$ cat src/rtl/aes_dispatch_pkg.sv
// Shared types and defaults for the multi-channel AES dispatcher.
// Holds the mode encoding, the request/response records and a sizing helper.
package aes_dispatch_pkg;

    localparam int AES_NUM_CH = 4;
    localparam int AES_DATA_W = 128;
    localparam int AES_KEY_W  = 128;
    localparam int AES_CH_W   = $clog2(AES_NUM_CH);

    typedef enum logic {
        AES_DECRYPT = 1'b0,
        AES_ENCRYPT = 1'b1
    } aes_mode_e;

    typedef struct packed {
        logic [AES_DATA_W-1:0] text;
        logic [AES_KEY_W-1:0]  key;
        aes_mode_e             mode;
    } aes_req_t;

    typedef struct packed {
        logic [AES_DATA_W-1:0] text;
        logic [AES_CH_W-1:0]   ch;
    } aes_rsp_t;

    // Smallest power of two that is >= n (n >= 1).
    function automatic int pow2_ceil(input int n);
        int p;
        p = 1;
        while (p < n) p = p * 2;
        return p;
    endfunction

endpackage

$ cat src/rtl/aes_rr_arbiter.sv
// Round-robin arbiter: grants the first request at or after the pointer and
// moves the pointer just past the winner whenever the grant is consumed.
module aes_rr_arbiter #(
    parameter int NUM_CH = 4,
    parameter int CH_W   = $clog2(NUM_CH)
) (
    input  logic              clk,
    input  logic              rst,
    input  logic [NUM_CH-1:0] req,
    input  logic              advance,
    output logic [NUM_CH-1:0] grant,
    output logic [CH_W-1:0]   idx
);

    logic [CH_W-1:0] ptr_reg;
    logic [CH_W-1:0] ptr_next;
    logic [CH_W:0]   sum;
    logic [CH_W-1:0] cand;
    logic            found;

    // Search order ptr, ptr+1, ... wrapping at NUM_CH (not necessarily a power of 2).
    always_comb begin
        grant = '0;
        idx   = '0;
        found = 1'b0;
        sum   = '0;
        cand  = '0;
        for (int k = 0; k < NUM_CH; k++) begin
            sum = {1'b0, ptr_reg} + (CH_W+1)'(k);
            if (sum >= (CH_W+1)'(NUM_CH)) begin
                sum = sum - (CH_W+1)'(NUM_CH);
            end
            cand = sum[CH_W-1:0];
            if (!found && req[cand]) begin
                grant[cand] = 1'b1;
                idx         = cand;
                found       = 1'b1;
            end
        end
    end

    assign ptr_next = (idx == CH_W'(NUM_CH - 1)) ? '0 : idx + 1'b1;

    always_ff @(posedge clk) begin
        if (rst) begin
            ptr_reg <= '0;
        end else if (advance) begin
            ptr_reg <= ptr_next;
        end
    end

endmodule

$ cat src/rtl/aes_channel_dispatcher.sv
// Multi-channel front end for a fixed-latency, non-stallable AES core: round-robin
// issue with channel tagging, in-order result buffering and credit-based flow control.
module aes_channel_dispatcher
    import aes_dispatch_pkg::*;
#(
    parameter int NUM_CH    = AES_NUM_CH,
    parameter int DATA_W    = AES_DATA_W,
    parameter int KEY_W     = AES_KEY_W,
    parameter int CORE_LAT  = 11,
    parameter int OUT_DEPTH = 4
) (
    input  logic                      clk,
    input  logic                      rst,
    input  logic [NUM_CH-1:0]         s_valid,
    output logic [NUM_CH-1:0]         s_ready,
    input  logic [NUM_CH*DATA_W-1:0]  s_text,
    input  logic [NUM_CH*KEY_W-1:0]   s_key,
    input  logic [NUM_CH-1:0]         s_flag,
    output logic                      core_valid_in,
    output logic [DATA_W-1:0]         core_text,
    output logic [KEY_W-1:0]          core_key,
    output logic                      core_flag,
    input  logic                      core_valid_out,
    input  logic [DATA_W-1:0]         core_text_out,
    output logic                      m_valid,
    input  logic                      m_ready,
    output logic [DATA_W-1:0]         m_text,
    output logic [$clog2(NUM_CH)-1:0] m_ch,
    output logic                      err_unexp
);

    localparam int CH_W      = $clog2(NUM_CH);
    localparam int OUT_PW    = $clog2(OUT_DEPTH);
    // The core holds at most CORE_LAT+1 tags at once, so the tag ring never needs more.
    localparam int TAG_DEPTH = (pow2_ceil(CORE_LAT + 1) < OUT_DEPTH) ?
                               pow2_ceil(CORE_LAT + 1) : OUT_DEPTH;
    localparam int TAG_PW    = $clog2(TAG_DEPTH);

    logic [DATA_W-1:0] ch_text [NUM_CH];
    logic [KEY_W-1:0]  ch_key  [NUM_CH];

    generate
        for (genvar gi = 0; gi < NUM_CH; gi++) begin : g_unpack
            assign ch_text[gi] = s_text[gi*DATA_W +: DATA_W];
            assign ch_key[gi]  = s_key[gi*KEY_W +: KEY_W];
        end
    endgenerate

    // ---------------- credit and arbitration ----------------
    logic [OUT_PW:0]   outstanding_reg;
    logic              credit_ok;
    logic [NUM_CH-1:0] arb_req;
    logic [NUM_CH-1:0] grant;
    logic [CH_W-1:0]   grant_idx;
    logic              accept;
    logic              m_fire;

    assign credit_ok = (outstanding_reg < (OUT_PW+1)'(OUT_DEPTH));
    assign arb_req   = s_valid & {NUM_CH{credit_ok & ~rst}};
    assign s_ready   = grant;
    assign accept    = |grant;

    aes_rr_arbiter #(
        .NUM_CH (NUM_CH),
        .CH_W   (CH_W)
    ) u_arbiter (
        .clk     (clk),
        .rst     (rst),
        .req     (arb_req),
        .advance (accept),
        .grant   (grant),
        .idx     (grant_idx)
    );

    always_ff @(posedge clk) begin
        if (rst) begin
            outstanding_reg <= '0;
        end else begin
            case ({accept, m_fire})
                2'b10:   outstanding_reg <= outstanding_reg + 1'b1;
                2'b01:   outstanding_reg <= outstanding_reg - 1'b1;
                default: outstanding_reg <= outstanding_reg;
            endcase
        end
    end

    // ---------------- issue register ----------------
    aes_req_t req_reg;
    logic     core_valid_in_reg;

    always_ff @(posedge clk) begin
        if (rst) begin
            core_valid_in_reg <= 1'b0;
            req_reg           <= '0;
        end else begin
            core_valid_in_reg <= accept;
            if (accept) begin
                req_reg.text <= ch_text[grant_idx];
                req_reg.key  <= ch_key[grant_idx];
                req_reg.mode <= aes_mode_e'(s_flag[grant_idx]);
            end
        end
    end

    assign core_valid_in = core_valid_in_reg;
    assign core_text     = req_reg.text;
    assign core_key      = req_reg.key;
    assign core_flag     = req_reg.mode;

    // ---------------- tag ring (one entry per request inside the core) ----------------
    logic [CH_W-1:0]   tag_mem [TAG_DEPTH];
    logic [TAG_PW-1:0] tag_wr_ptr_reg;
    logic [TAG_PW-1:0] tag_rd_ptr_reg;
    logic [TAG_PW:0]   tag_cnt_reg;
    logic              tag_empty;
    logic              tag_pop;
    logic              err_unexp_reg;

    assign tag_empty = (tag_cnt_reg == '0);
    assign tag_pop   = core_valid_out & ~tag_empty;

    always_ff @(posedge clk) begin
        if (accept) begin
            tag_mem[tag_wr_ptr_reg] <= grant_idx;
        end
    end

    always_ff @(posedge clk) begin
        if (rst) begin
            tag_wr_ptr_reg <= '0;
            tag_rd_ptr_reg <= '0;
            tag_cnt_reg    <= '0;
            err_unexp_reg  <= 1'b0;
        end else begin
            if (accept) tag_wr_ptr_reg <= tag_wr_ptr_reg + 1'b1;
            if (tag_pop) tag_rd_ptr_reg <= tag_rd_ptr_reg + 1'b1;
            case ({accept, tag_pop})
                2'b10:   tag_cnt_reg <= tag_cnt_reg + 1'b1;
                2'b01:   tag_cnt_reg <= tag_cnt_reg - 1'b1;
                default: tag_cnt_reg <= tag_cnt_reg;
            endcase
            if (core_valid_out && tag_empty) err_unexp_reg <= 1'b1;
        end
    end

    assign err_unexp = err_unexp_reg;

    // ---------------- output ring ----------------
    aes_rsp_t          out_mem [OUT_DEPTH];
    logic [OUT_PW-1:0] out_wr_ptr_reg;
    logic [OUT_PW-1:0] out_rd_ptr_reg;
    logic [OUT_PW:0]   out_cnt_reg;
    aes_rsp_t          out_head;

    always_ff @(posedge clk) begin
        if (tag_pop) begin
            out_mem[out_wr_ptr_reg] <= '{text: core_text_out, ch: tag_mem[tag_rd_ptr_reg]};
        end
    end

    always_ff @(posedge clk) begin
        if (rst) begin
            out_wr_ptr_reg <= '0;
            out_rd_ptr_reg <= '0;
            out_cnt_reg    <= '0;
        end else begin
            if (tag_pop) out_wr_ptr_reg <= out_wr_ptr_reg + 1'b1;
            if (m_fire) out_rd_ptr_reg <= out_rd_ptr_reg + 1'b1;
            case ({tag_pop, m_fire})
                2'b10:   out_cnt_reg <= out_cnt_reg + 1'b1;
                2'b01:   out_cnt_reg <= out_cnt_reg - 1'b1;
                default: out_cnt_reg <= out_cnt_reg;
            endcase
        end
    end

    // Head is shown directly from the ring, so it stays put while m_ready is low.
    assign out_head = out_mem[out_rd_ptr_reg];
    assign m_valid  = (out_cnt_reg != '0) & ~rst;
    assign m_fire   = m_valid & m_ready;
    assign m_text   = out_head.text;
    assign m_ch     = out_head.ch;

endmodule
$ cat config.mk
export PLATFORM = sky130hd
export DESIGN_NAME = aes_channel_dispatcher
export DESIGN_NICKNAME = d
export VERILOG_FILES = /design/src/rtl/aes_dispatch_pkg.sv /design/src/rtl/aes_rr_arbiter.sv /design/src/rtl/aes_channel_dispatcher.sv
export SDC_FILE = /design/constraint.sdc
export NUM_CORES = 1
export LEC_CHECK = 0
export CAP_MARGIN = 10
export CORE_AREA = 3 3 607 609
export DETAILED_ROUTE_END_ITERATION = 7
export DIE_AREA = 0 0 610 612
export MAX_ROUTING_LAYER = met4
export PLACE_DENSITY = 0.3
export SLEW_MARGIN = 10
export SYNTH_ARGS = -nofsm -noshare
export SYNTH_HDL_FRONTEND = slang
export SYNTH_SLANG_ARGS = --single-unit
$ cat constraint.sdc
create_clock -name clk -period 6.2 [get_ports clk]
set_input_delay 0.62 -clock clk [delete_from_list [all_inputs] [get_ports clk]]
set_output_delay 0.62 -clock clk [all_outputs]
set_load 0.02 [all_outputs]
==> summary.txt <==
outcome: finished, final reports clean
Critical Path AT: 5850 ps
Yosys warnings: 0
die height: 612 um
Row Count: 221
H-tree depth: 3
nets: 5576
Design Power: 32.3 mW
area of the die: 373000 um^2
xor/xnor share of the synthesized area: 0.305%
GPL Wtd Cong: 0.964
Post-CTS Setup Inserts: 0
Slowest-stage cell, CP: dfxtp_1
Crit path largest cell delay: 760 ps
adder-cell share of the synthesized area: 0.765%
total gr overflow: 0
worst slew pin tran: 1180 ps
power per standard cell area: 516 nW/um^2
largest net degree at the start of global routing: 181
startpoint types: register
crit path max fanout: 180
clk_skew: 56.5 ps
IO Pins: 1558
post-synthesis sequential area ratio: 57.6%
CTS tree: built
Async SR Flop Fraction: 0%
Syn Std Cell Area: 37300 um^2
Largest register FFs: 520
main combinational cell family by area after synthesis: multiplexers
root buf cell: clkbuf_16
Synth Area in Compound Gates: 13.6%
worst vdd ir: 0.487 mV
hold buffers post-CTS: 0
syn nets: 4093
Setup TNS: 0 ps
Final setup violation count: 0
initial antenna violation count: 271
worst-path cell chain: inv_1 > ha_1 > nor3b_1 > a22o_1 > nand2_1 > o221a_2 > or4_4 > inv_8 > buf_12 > buf_4 > nand3b_1 > o21ai_1
Total GRT Usage: 15.8%
Fillers: 40155
CTS Sinks: 810
number of flops mapped to enable cells by yosys: 528
global-route wire length before repair: 375 mm
Final Hold Vio Count: 0
CORE AREA: 363000 um^2
clk buf depth: 4
critical path endpoint category: register
vias in the first global route: 33249
drt first pass iters: 5
final WL: 300 mm
Top reg by flops: out_mem
final worst slack: 1090 ps
detailed-route DRC error count: 0
mux cell area share after synthesis: 15.2%
Initial Util: 10.3%
TritonCTS Buffers: 116
Req. time, crit path: 6930 ps
WS Path Type: reg2reg
Fmax achieved: 196 MHz
Slew headroom: 21.2%
Min Clock Period, post-route: 5110 ps
Avg Synthesized Cell Area: 12.8 um^2
fin. max-slew vios: 0
simple-gate portion of the synthesized area: 8.70%
Layout area overhead: 67.8%
Die W: 610 um
DRT antenna net count: 0
DRT iter0 DRCs: 2290
PortBufs: 1557
Leak: 20.1 nW
pre-CTS WS: 1180 ps
Final period util: 82.4%
Clock Pin Slew Worst Setup and Hold Paths: 60 ps
Max-Cap Viols: 0
RSZ-0062 raised after global routing: no
Post-CTS Resized: 0
hpwl dp: 245 mm
mean routed wirelength per cell: 31.9 um
Main synth FF type: edfxtp_1
cell count after synthesis: 2908
FF+latch count, synth: 810
HP Class: in2reg
clock latency on the worst-skew pair: 860 ps
Distinct cells, synth: 49
layout cells sized above 1: 8.95%
Via density: 3.49
vias: 32797
## stage by stage
stage	hold slack [ps]	util, %	instance area (um^2)	cells
final	337	17.3	62600	9404
after global routing	294	17.2	62600	9389
after CTS	240	17.2	62300	9276
after detailed placement	466	16.1	58300	9067
after global placement	465	16.1	58300	9067
after floorplan	459	-	37300	2908
## layer usage
metal	up-vias	global-route usage, %	routed length, um
met3	423	6.70	28300
met1	16410	17.6	119000
met5	-	-	0
met4	0	3.64	7770
met2	1615	26.2	145000
li1	14349	-	-
## layout make-up
cell class                 count  area [um^2]  area share [%]
antenna                      128          320           0.512
timing repair buffer        1628        16300            26.1
multi-input combinational   1815        14400            23.0
clock inverter                61          847            1.35
tap                         4794         6000            9.58
sequential                   810        21500            34.4
clock buffer                 148         3080            4.93
inverter                      20          106           0.170
## cells in the final DEF, fill, tap and decap left out, types with 23 or more instances in the layout
cell             instances
mux4_2                 134
clkdlybuf4s50_1       1552
o21ai_1                210
mux2i_1                260
o21ai_0                 52
a21oi_1                266
a22o_1                 257
nand3b_1               257
dfxtp_1                280
diode_2                128
nand2_1                268
nor2_1                  23
edfxtp_1               528
clkbuf_16              116
clkbuf_1                26
buf_4                   52
## cell families (layout without fill, tap and decap cells)
| group | after synthesis | after routing |
|---|---|---|
| buf+inv | 283 | 1857 |
| mux | 397 | 397 |
| xor+xnor | 13 | 13 |
| compound gates | 802 | 802 |
| other cells | 0 | 128 |
| simple gates | 582 | 582 |
| fa+ha+maj | 21 | 21 |
| flops | 810 | 810 |
## synth_stat cells, drive strengths merged (2+ instances only)
master / instances / area share, %
inv: 19 / 0.19
a21o: 2 / 0.040
mux2: 3 / 0.10
fa: 3 / 0.16
and2: 9 / 0.15
o21ai: 262 / 3.5
nand3: 2 / 0.027
a21oi: 266 / 3.6
clkbuf: 137 / 1.4
edfxtp: 528 / 43
nor2: 23 / 0.23
nand3b: 257 / 5.2
nand2: 268 / 2.7
ha: 18 / 0.60
mux4: 134 / 8.1
buf: 126 / 2.2
nor3b: 4 / 0.094
xor2: 8 / 0.19
o221a: 4 / 0.12
a22o: 257 / 6.0
xnor2: 5 / 0.12
or3: 5 / 0.084
a2111o: 4 / 0.12
mux2i: 260 / 7.0
nor3: 3 / 0.040
and3: 5 / 0.084
dfxtp: 282 / 15
## worst max-delay path: cells and delay by family, from the launching register on
family / cells / cell delay, ps
buffers and inverters: 4 / 1350
DFF: 1 / 760
adders and majority gates: 1 / 480
AOI/OAI and AO/OA: 3 / 740
and+or+nand+nor: 4 / 1230
## worst paths after layout
path	startpoint	endpoint	slack, ps	cells after the start
setup / recovery	register	core_text[25]	1090	12
hold / removal	rst	core_key[59]	340	3
setup reg to reg	register	core_text[25]	1090	12
hold reg to reg	core_key[73]	core_key[73]	480	2
## power by group
part	switching [mW]	leakage, nW	internal, mW	total, mW
registers	0.737	7.16	7.34	8.08
clock network	2.80	1.90	4.29	7.09
logic	10.3	11.0	6.81	17.1
(Power assumes the default switching activity.)
